`src/rtl/hilo_divider_unit.sv`:
```
// hilo_divider_unit
//   Owns the architectural HI/LO registers that sit downstream of the ALU.
//   It captures single-cycle mult/multu products and serves mthi/mtlo writes
//   and mfhi/mflo reads. It also runs div/divu as a restoring divider that
//   takes one quotient bit per cycle, and stalls decode through busy while a
//   divide is running.
//
// Ports
//   clk         system clock, rising edge
//   rst_n       synchronous active-low reset
//   mult_valid  ALU product valid; datahi/datalo go to HI/LO
//   datahi      ALU product upper word
//   datalo      ALU product lower word
//   div_start   start a divide; div_signed selects div (1) or divu (0)
//   div_signed  signedness of the divide, sampled with div_start
//   rs_data     dividend, or source for mthi/mtlo
//   rt_data     divisor
//   mthi/mtlo   write rs_data to HI/LO
//   mfhi/mflo   read request; held by decode until rd_valid
//   busy        divide in progress
//   rd_valid    rd_data carries a read result (one pulse per request cycle)
//   rd_data     registered read result; holds its last value
//   hi/lo       current HI/LO
//
// Configuration: DIV_CYCLES must equal WIDTH. The divider produces one
// quotient bit per step.
module hilo_divider_unit #(
    parameter int WIDTH      = 32,
    parameter int DIV_CYCLES = 32
) (
    input  logic             clk,
    input  logic             rst_n,
    input  logic             mult_valid,
    input  logic [WIDTH-1:0] datahi,
    input  logic [WIDTH-1:0] datalo,
    input  logic             div_start,
    input  logic             div_signed,
    input  logic [WIDTH-1:0] rs_data,
    input  logic [WIDTH-1:0] rt_data,
    input  logic             mthi,
    input  logic             mtlo,
    input  logic             mfhi,
    input  logic             mflo,
    output logic             busy,
    output logic             rd_valid,
    output logic [WIDTH-1:0] rd_data,
    output logic [WIDTH-1:0] hi,
    output logic [WIDTH-1:0] lo
);

    localparam int CNT_W = (DIV_CYCLES > 1) ? $clog2(DIV_CYCLES) : 1;
    localparam logic [WIDTH-1:0] ALL_ZERO = {WIDTH{1'b0}};
    localparam logic [WIDTH-1:0] ALL_ONES = {WIDTH{1'b1}};
    localparam logic [WIDTH-1:0] ONE      = {{(WIDTH-1){1'b0}}, 1'b1};
    localparam logic [CNT_W-1:0] CNT_LAST = CNT_W'(DIV_CYCLES - 1);
    localparam logic [CNT_W-1:0] CNT_ZERO = {CNT_W{1'b0}};

    typedef enum logic [1:0] {
        ST_IDLE = 2'd0,
        ST_DIV  = 2'd1,
        ST_FIX  = 2'd2
    } state_t;

    // Two's-complement negate.
    function automatic logic [WIDTH-1:0] negate(input logic [WIDTH-1:0] v);
        return ~v + ONE;
    endfunction

    // Magnitude of an operand: negated only when signed and negative.
    function automatic logic [WIDTH-1:0] magnitude(input logic [WIDTH-1:0] v,
                                                   input logic             sgn);
        logic [WIDTH-1:0] m;
        if (sgn && v[WIDTH-1]) begin
            m = negate(v);
        end else begin
            m = v;
        end
        return m;
    endfunction

    state_t           state_r;
    logic [WIDTH-1:0] rem_r;      // partial remainder
    logic [WIDTH-1:0] dvd_r;      // dividend shifting out, quotient shifting in
    logic [WIDTH-1:0] dvs_r;      // divisor magnitude
    logic [CNT_W-1:0] cnt_r;
    logic             signed_r;
    logic             neg_q_r;    // operand signs differ
    logic             neg_r_r;    // dividend negative
    logic             dz_r;       // divisor was zero
    logic             busy_r;
    logic             rd_valid_r;
    logic [WIDTH-1:0] rd_data_r;
    logic [WIDTH-1:0] hi_r;
    logic [WIDTH-1:0] lo_r;

    logic [WIDTH:0]   rem_shift_s;
    logic [WIDTH:0]   rem_diff_s;
    logic             take_s;
    logic [WIDTH-1:0] rem_next_s;
    logic [WIDTH-1:0] fix_lo_s;
    logic [WIDTH-1:0] fix_hi_s;

    // One restoring step. The shifted remainder needs WIDTH+1 bits because a
    // divisor above 2^(WIDTH-1) can let it exceed WIDTH bits. A clear borrow
    // bit means rem >= divisor.
    always_comb begin
        rem_shift_s = {rem_r, dvd_r[WIDTH-1]};
        rem_diff_s  = rem_shift_s - {1'b0, dvs_r};
        take_s      = ~rem_diff_s[WIDTH];
        if (take_s) begin
            rem_next_s = rem_diff_s[WIDTH-1:0];
        end else begin
            rem_next_s = rem_shift_s[WIDTH-1:0];
        end
    end

    // Sign fixup of the final quotient and remainder.
    // Divide by zero: every step subtracts 0, so the quotient is all ones and
    // the remainder accumulates |rs|. Restoring the sign of rs on that
    // remainder gives back the original rs_data, so only the quotient
    // negation has to be suppressed.
    always_comb begin
        fix_lo_s = dvd_r;
        fix_hi_s = rem_r;
        if (dz_r) begin
            fix_lo_s = ALL_ONES;
        end else if (signed_r && neg_q_r) begin
            fix_lo_s = negate(dvd_r);
        end else begin
            fix_lo_s = dvd_r;
        end
        if (signed_r && neg_r_r) begin
            fix_hi_s = negate(rem_r);
        end else begin
            fix_hi_s = rem_r;
        end
    end

    // Control FSM, divider datapath, HI/LO state and the read port.
    always_ff @(posedge clk) begin
        if (!rst_n) begin
            state_r    <= ST_IDLE;
            rem_r      <= ALL_ZERO;
            dvd_r      <= ALL_ZERO;
            dvs_r      <= ALL_ZERO;
            cnt_r      <= CNT_ZERO;
            signed_r   <= 1'b0;
            neg_q_r    <= 1'b0;
            neg_r_r    <= 1'b0;
            dz_r       <= 1'b0;
            busy_r     <= 1'b0;
            rd_valid_r <= 1'b0;
            rd_data_r  <= ALL_ZERO;
            hi_r       <= ALL_ZERO;
            lo_r       <= ALL_ZERO;
        end else begin
            case (state_r)
                ST_IDLE: begin
                    // Reads see pre-write HI/LO because the writes below are
                    // non-blocking.
                    if (mfhi || mflo) begin
                        rd_valid_r <= 1'b1;
                        rd_data_r  <= mfhi ? hi_r : lo_r;
                    end else begin
                        rd_valid_r <= 1'b0;
                    end

                    if (div_start) begin
                        signed_r <= div_signed;
                        neg_q_r  <= rs_data[WIDTH-1] ^ rt_data[WIDTH-1];
                        neg_r_r  <= rs_data[WIDTH-1];
                        dz_r     <= (rt_data == ALL_ZERO);
                        dvd_r    <= magnitude(rs_data, div_signed);
                        dvs_r    <= magnitude(rt_data, div_signed);
                        rem_r    <= ALL_ZERO;
                        cnt_r    <= CNT_LAST;
                        busy_r   <= 1'b1;
                        state_r  <= ST_DIV;
                    end else if (mult_valid) begin
                        hi_r <= datahi;
                        lo_r <= datalo;
                    end else begin
                        if (mthi) begin
                            hi_r <= rs_data;
                        end else begin
                            hi_r <= hi_r;
                        end
                        if (mtlo) begin
                            lo_r <= rs_data;
                        end else begin
                            lo_r <= lo_r;
                        end
                    end
                end

                ST_DIV: begin
                    rd_valid_r <= 1'b0;
                    rem_r      <= rem_next_s;
                    dvd_r      <= {dvd_r[WIDTH-2:0], take_s};
                    if (cnt_r == CNT_ZERO) begin
                        state_r <= ST_FIX;
                    end else begin
                        cnt_r <= cnt_r - {{(CNT_W-1){1'b0}}, 1'b1};
                    end
                end

                ST_FIX: begin
                    rd_valid_r <= 1'b0;
                    lo_r       <= fix_lo_s;
                    hi_r       <= fix_hi_s;
                    busy_r     <= 1'b0;
                    state_r    <= ST_IDLE;
                end

                default: begin
                    rd_valid_r <= 1'b0;
                    busy_r     <= 1'b0;
                    state_r    <= ST_IDLE;
                end
            endcase
        end
    end

    assign busy     = busy_r;
    assign rd_valid = rd_valid_r;
    assign rd_data  = rd_data_r;
    assign hi       = hi_r;
    assign lo       = lo_r;

endmodule

```
`config.mk`:
```
export PLATFORM = sky130hd
export DESIGN_NAME = hilo_divider_unit
export DESIGN_NICKNAME = d
export VERILOG_FILES = /design/src/rtl/hilo_divider_unit.sv
export SDC_FILE = /design/constraint.sdc
export NUM_CORES = 1
export LEC_CHECK = 0
export CORE_ASPECT_RATIO = 2
export CORE_MARGIN = 4
export CORE_UTILIZATION = 54
export CTS_CLUSTER_DIAMETER = 40
export CTS_CLUSTER_SIZE = 10
export DETAILED_ROUTE_END_ITERATION = 8
export PLACE_DENSITY_LB_ADDON = 0.05
export SYNTH_ARGS = -nofsm -noshare
export SYNTH_HDL_FRONTEND = slang
export SYNTH_SLANG_ARGS = --single-unit
export TNS_END_PERCENT = 10
```
`constraint.sdc`:
```
create_clock -name clk -period 3.5 [get_ports clk]
set_input_delay 0.7 -clock clk [delete_from_list [all_inputs] [get_ports clk]]
set_output_delay 0.7 -clock clk [all_outputs]
set_load 0.02 [all_outputs]
```
Yosys cells after proc, flatten, opt, wreduce, memory -nomap -nowiden --
Cells that the tools add are included.
Storage, ports and cells: register bits after elaboration 205, word-level logic and storage cells 82
Operators by class: add/subtract/negate cells 6, equal/unequal tests 8, multiplexer cells 28, bitwise operators 7, reduce and logical (&&, ||, !) cells 19
Operators by type and width (count):
- $mux W32 | 15
- $pmux W32 S2 | 4
- $add A32 B1 Y32 const B | 4
- $not A32 Y32 | 4
- $sub A33 B32 Y33 | 1
- $logic_not A32 Y1 | 1
- $reduce_and A2 Y1 | 6
- $mux W5 | 2
- $pmux W5 S2 | 1
- $reduce_and A3 Y1 | 3
- $ne A2 B2 Y1 const B | 4
- $ne A3 B3 Y1 const B | 2
- $logic_not A5 Y1 | 1
- $sub A5 B1 Y5 const B | 1
- $logic_and A1 B1 Y1 | 4
- $mux W2 | 2
- $pmux W2 S2 | 1
- $reduce_bool A2 Y1 | 2
- $eq A2 B1 Y1 const B | 1
- $eq A2 B2 Y1 const B | 1
- $logic_not A2 Y1 | 1
- $mux W1 | 2
- $not A1 Y1 | 2
- $pmux W1 S2 | 1
- 2 further kinds | 2

Logic depth before layout (Yosys ltp) --
depth after elaboration 5, gate-level depth with buffers 13, mapped depth without buffers 12

Least setup slack after synthesis --
OpenSTA, ideal clock, no wires.
path kind input port to flip-flop, start point input rt_data[10], end point register dvs_r[30], library setup time 86 ps, data arrival time 2922 ps, path slack 492 ps, stages on the path 8, path buffers 0, path through or4_4 > or4_4 > nor3_4 > nand2_1 > or4_4 > o31ai_4 > xor2_1 > a211oi_1
Between the ends: word-level cells in the longest chain between the ends 3
Ends and longest elaborated chain:
- from (decl) | line 39 | input logic [WIDTH-1:0] rt_data,
- $not A32 Y32 | line 66 | return ~v + ONE;
- $add A32 B1 Y32 | line 66
- $mux W32 | line 73 | if (sgn && v[WIDTH-1]) begin
- to (signal assigned) | line 174 | dvs_r <= magnitude(rt_data, div_signed);
- to (decl) | line 84 | logic [WIDTH-1:0] dvs_r;
Every way passes these cells. A chain may end at the register's enable or synchronous reset.

Worst setup path after layout --
start point register dvs_r[14], end point register rem_r[8]
Between the ends: word-level cells in the longest chain between the ends 3
Ends and longest elaborated chain:
- $sub A33 B32 Y33 | line 108 | rem_diff_s = rem_shift_s - {1'b0, dvs_r};
- $mux W32 | line 110 | if (take_s) begin
- $pmux W32 S2 | line 157 | case (state_r)
- to (signal assigned) | line 198 | rem_r <= rem_next_s;
- to (decl) | line 82 | logic [WIDTH-1:0] rem_r;
Every way passes these cells.

==> results.yml <==
power:
  pwr-share-comb_pct: 28.6
  power.share.switching_pct: 32.9
  intPower_mw: 5.10
  p_per_area_mw_per_mm2: 443
  ir_worst_vdd_uv: 381
  leakage_nw: 6.74
  p_sw_mw: 2.50
  clock_power_share_pct: 35.2
  power_mw: 7.60
  seqPwrFrac_pct: 36.2
grt:
  grt_max_degree: 158
  use_met3_pct: 6.37
  grt_util_met2_pct: 71.1
  use_met1_pct: 37.3
  grt_use_total_pct: 39.4
  antenna_found_initial: 0
  grt-ovfl-total: 0
  top_usage_layer: "met2"
  grt_first_pass_wirelength_mm: 82.4
  grt_pass1_vias: 14200
yosys:
  netlist_area_mm2: 0.0131
  yosysTopAreaCell: "dfxtp_1"
  yosysTopAreaCellShare_pct: 31.3
  synth_most_common_cell: "nor2_1"
  avgSynthCellArea_um2: 7.90
  synth-warning-count: 0
  syn_nets: 1835
  synthArstFlopShare_pct: 0
  synth_edf_count: 0
  ys_seq_area_share_pct: 31.3
  synth_ff_type: "dfxtp_1"
  synthTopCellsByArea: "dfxtp_1 (31%), a21oi_1 (6.7%), nor2_1 (6.4%)"
  synth_seq_cells: 205
  synthTopCellsByCount: "nor2_1 (225), dfxtp_1 (205), a21oi_1 (176)"
  syn-instance-count: 1659
  yosysUniqueCellTypes: 68
clock_tree:
  clkLatencyLatePin_ns: 0.55
  clockRootBuffer: "clkbuf_16"
  h-tree-depth: 1
  numCtsBuffers: 27
  clock-sinks: 205
  cts_tree: "yes"
  clkTransAtPathRegs_ns: 0.06
  cts_max_path_buffers: 3
  hold_buffers: 0
setup_path:
  required_ns: 3.90
  crit_buf_inv: 5
  worstSetupPathType: "flip-flop to flip-flop"
  cp_max_fo: 8
  critPathSlowestCell: "ha_1"
  path_delay_family: "compound AO/OA/AOI/OAI gates"
  arrival_ns: 3.72
  cp-start-kind: "flip-flop"
  path_cells: "inv_1 > ha_1 > nand2_1 > buf_4 > o21ai_0 > a221oi_1 > buf_4 > o22ai_1 > o21ai_2 > o21ai_2 > buf_6 > xor2_4 > buf_12 > mux2i_1 > o21ai_1"
  worst_setup_path_end_kind: "flip-flop"
  max_stage_delay_ns: 0.40
floorplanning:
  die_width_um: 118
  die_h_um: 228
  dieArea_mm2: 0.0270
  ios: 235
  row_count: 80
  start_util_pct: 54.8
  core_area_mm2: 0.0239
outcome:
  status: "complete, but fails checks"
  violations: "DRC"
timing:
  tightest_slew_ns: 0.937
  finalHoldViolCount: 0
  post-route-period-util_pct: 94.9
  fin_skew_ns: 0.0119
  report.final.slew_viol_count: 0
  setup_violations: 0
  period_minus_slack_ns: 3.32
  maxSlewHeadroom_pct: 37.5
  max_freq_mhz: 301
  rsz0062_at_grt: "no"
cells_and_area:
  nFillCells: 1912
  flow.area_growth_from_synthesis_pct: 30.9
  final_nets: 2087
  ff_latch_area_mm2: 0.00411
  drive_gt1_share_pct: 9.48
  finalInstanceArea_mm2: 0.0171
  multi_input_area_mm2: 0.00840
  n_antenna_cell: 0
min_path:
  hp-class: "flip-flop to flip-flop"
place:
  io_buffers: 234
  place_area_mm2: 0.0162
  hpwl_mm: 42.5
  gp_congestion: 1.07
detailed_routing:
  ant_nets: 0
  avgViaCountPerCell: 6.43
  drc: 2
  routed_wl_mm: 55.4
  drtIter0Drc: 1371
  vias: 14200
  first_pass_iters: 9
  wl_per_cell_um: 25.1
flow_run:
  drv_cap: 0
[power by group through the flow]
stage          logic, mW  clock network, mW  registers (mW)
6_report            2.18               2.68            2.75
5_1_grt             2.32               2.79            2.76
4_1_cts             2.13               2.68            2.74
3_5_place_dp        2.11                  0            2.79
3_3_place_gp        2.08                  0            2.78
2_1_floorplan       1.08                  0            2.86
[routing by layer]
layer	vias up	part of all wire, %	wire, um
li1	6531	-	-
met1	6680	32	17800
met2	727	50	27800
met3	238	6.1	3360
met4	0	11	6350
met5	-	0	0
[worst reg2reg max path: stages (launching register included)]
cell and delay, ns:
dfxtp_1 0.30, inv_1 0.10, ha_1 0.41, nand2_1 0.13, buf_4 0.16, o21ai_0 0.33
a221oi_1 0.14, buf_4 0.18, o22ai_1 0.19, o21ai_2 0.12, o21ai_2 0.17, buf_6 0.14
xor2_4 0.31, buf_12 0.19, mux2i_1 0.20, o21ai_1 0.10
[per-stage QoR]
step           cells  setup slack (ns)  TNS (ns)  hold WS [ns]  util, %
5_1_grt         2206           0.00631         0         0.500     71.6
3_3_place_gp    2165           -0.0284   -0.0424         0.442     67.7
6_report        2206             0.179         0         0.451     71.6
4_1_cts         2202             0.154         0         0.451     71.2
3_5_place_dp    2165           -0.0543   -0.0989         0.445     67.7
2_1_floorplan   1659             0.492         0         0.432        -
[cells by family after synthesis]
logic type / share of synthesized area (%)
buffers and inverters: 5.08
adder cells (fa/ha/maj): 3.78
AND/OR/NAND/NOR: 17.6
multiplexers: 5.96
AO/OA/AOI/OAI: 26.8
flip-flops: 31.3
XOR/XNOR: 9.49
[layout make-up]
type                            count  area share, %
Inverter                           55           1.22
Clock buffer                       30           4.07
Tap cell                          287           2.10
Clock inverter                      7          0.788
Sequential cell                   205           24.0
Timing Repair Buffer              340           18.9
Multi-Input combinational cell   1282           49.0
[repair_timing]
action / CTS / global route
buffers inserted: 0 / 1
endpoints found under the setup margin: 0 / 29
hold endpoints to repair: 0 / 0
gates resized for setup: 0 / 11
[state kept, by name (all words and copies together), names as in the netlist]
signal / cells
state_r: 2
neg_q_r: 1
cnt_r: 5
rd_valid: 1
signed_r: 1
rd_data: 32
dvs_r: 32
dvd_r: 32
busy: 1
rem_r: 32
dz_r: 1
hi: 32
lo: 32
neg_r_r: 1
[final timing paths]
kind                     to       from  slack [ns]  cells past startpoint
setup / recovery   rem_r[8]  dvs_r[14]        0.18                     15
setup reg to reg   rem_r[8]  dvs_r[14]        0.18                     15
hold reg to reg   dvs_r[31]  dvs_r[31]        0.45                      2
hold / removal    dvs_r[31]  dvs_r[31]        0.45                      2
[placed cells by master, fill, tap and decap left out, types with 6 or more instances in the layout]
master / instances
a31oi_1: 7
o41ai_1: 9
clkbuf_16: 29
and3_1: 11
dfxtp_1: 204
or4_1: 9
and2_1: 11
a221oi_1: 32
ha_1: 37
mux2i_1: 77
buf_4: 97
a32oi_1: 8
a211oi_1: 82
nand2_1: 110
o21ai_0: 57
nor4_1: 17
nand3_1: 11
o211ai_1: 13
or3_1: 12
nor2b_1: 25
a222oi_1: 27
o31ai_1: 18
xnor2_1: 74
xor2_1: 66
nor3_1: 23
nor2_1: 223
a21oi_1: 175
inv_1: 54
a311oi_1: 9
clkdlybuf4s50_1: 232
nand2b_1: 10
o21ai_1: 25
a21o_1: 29
nand4_1: 6
Power figures use the tool's default switching activity.
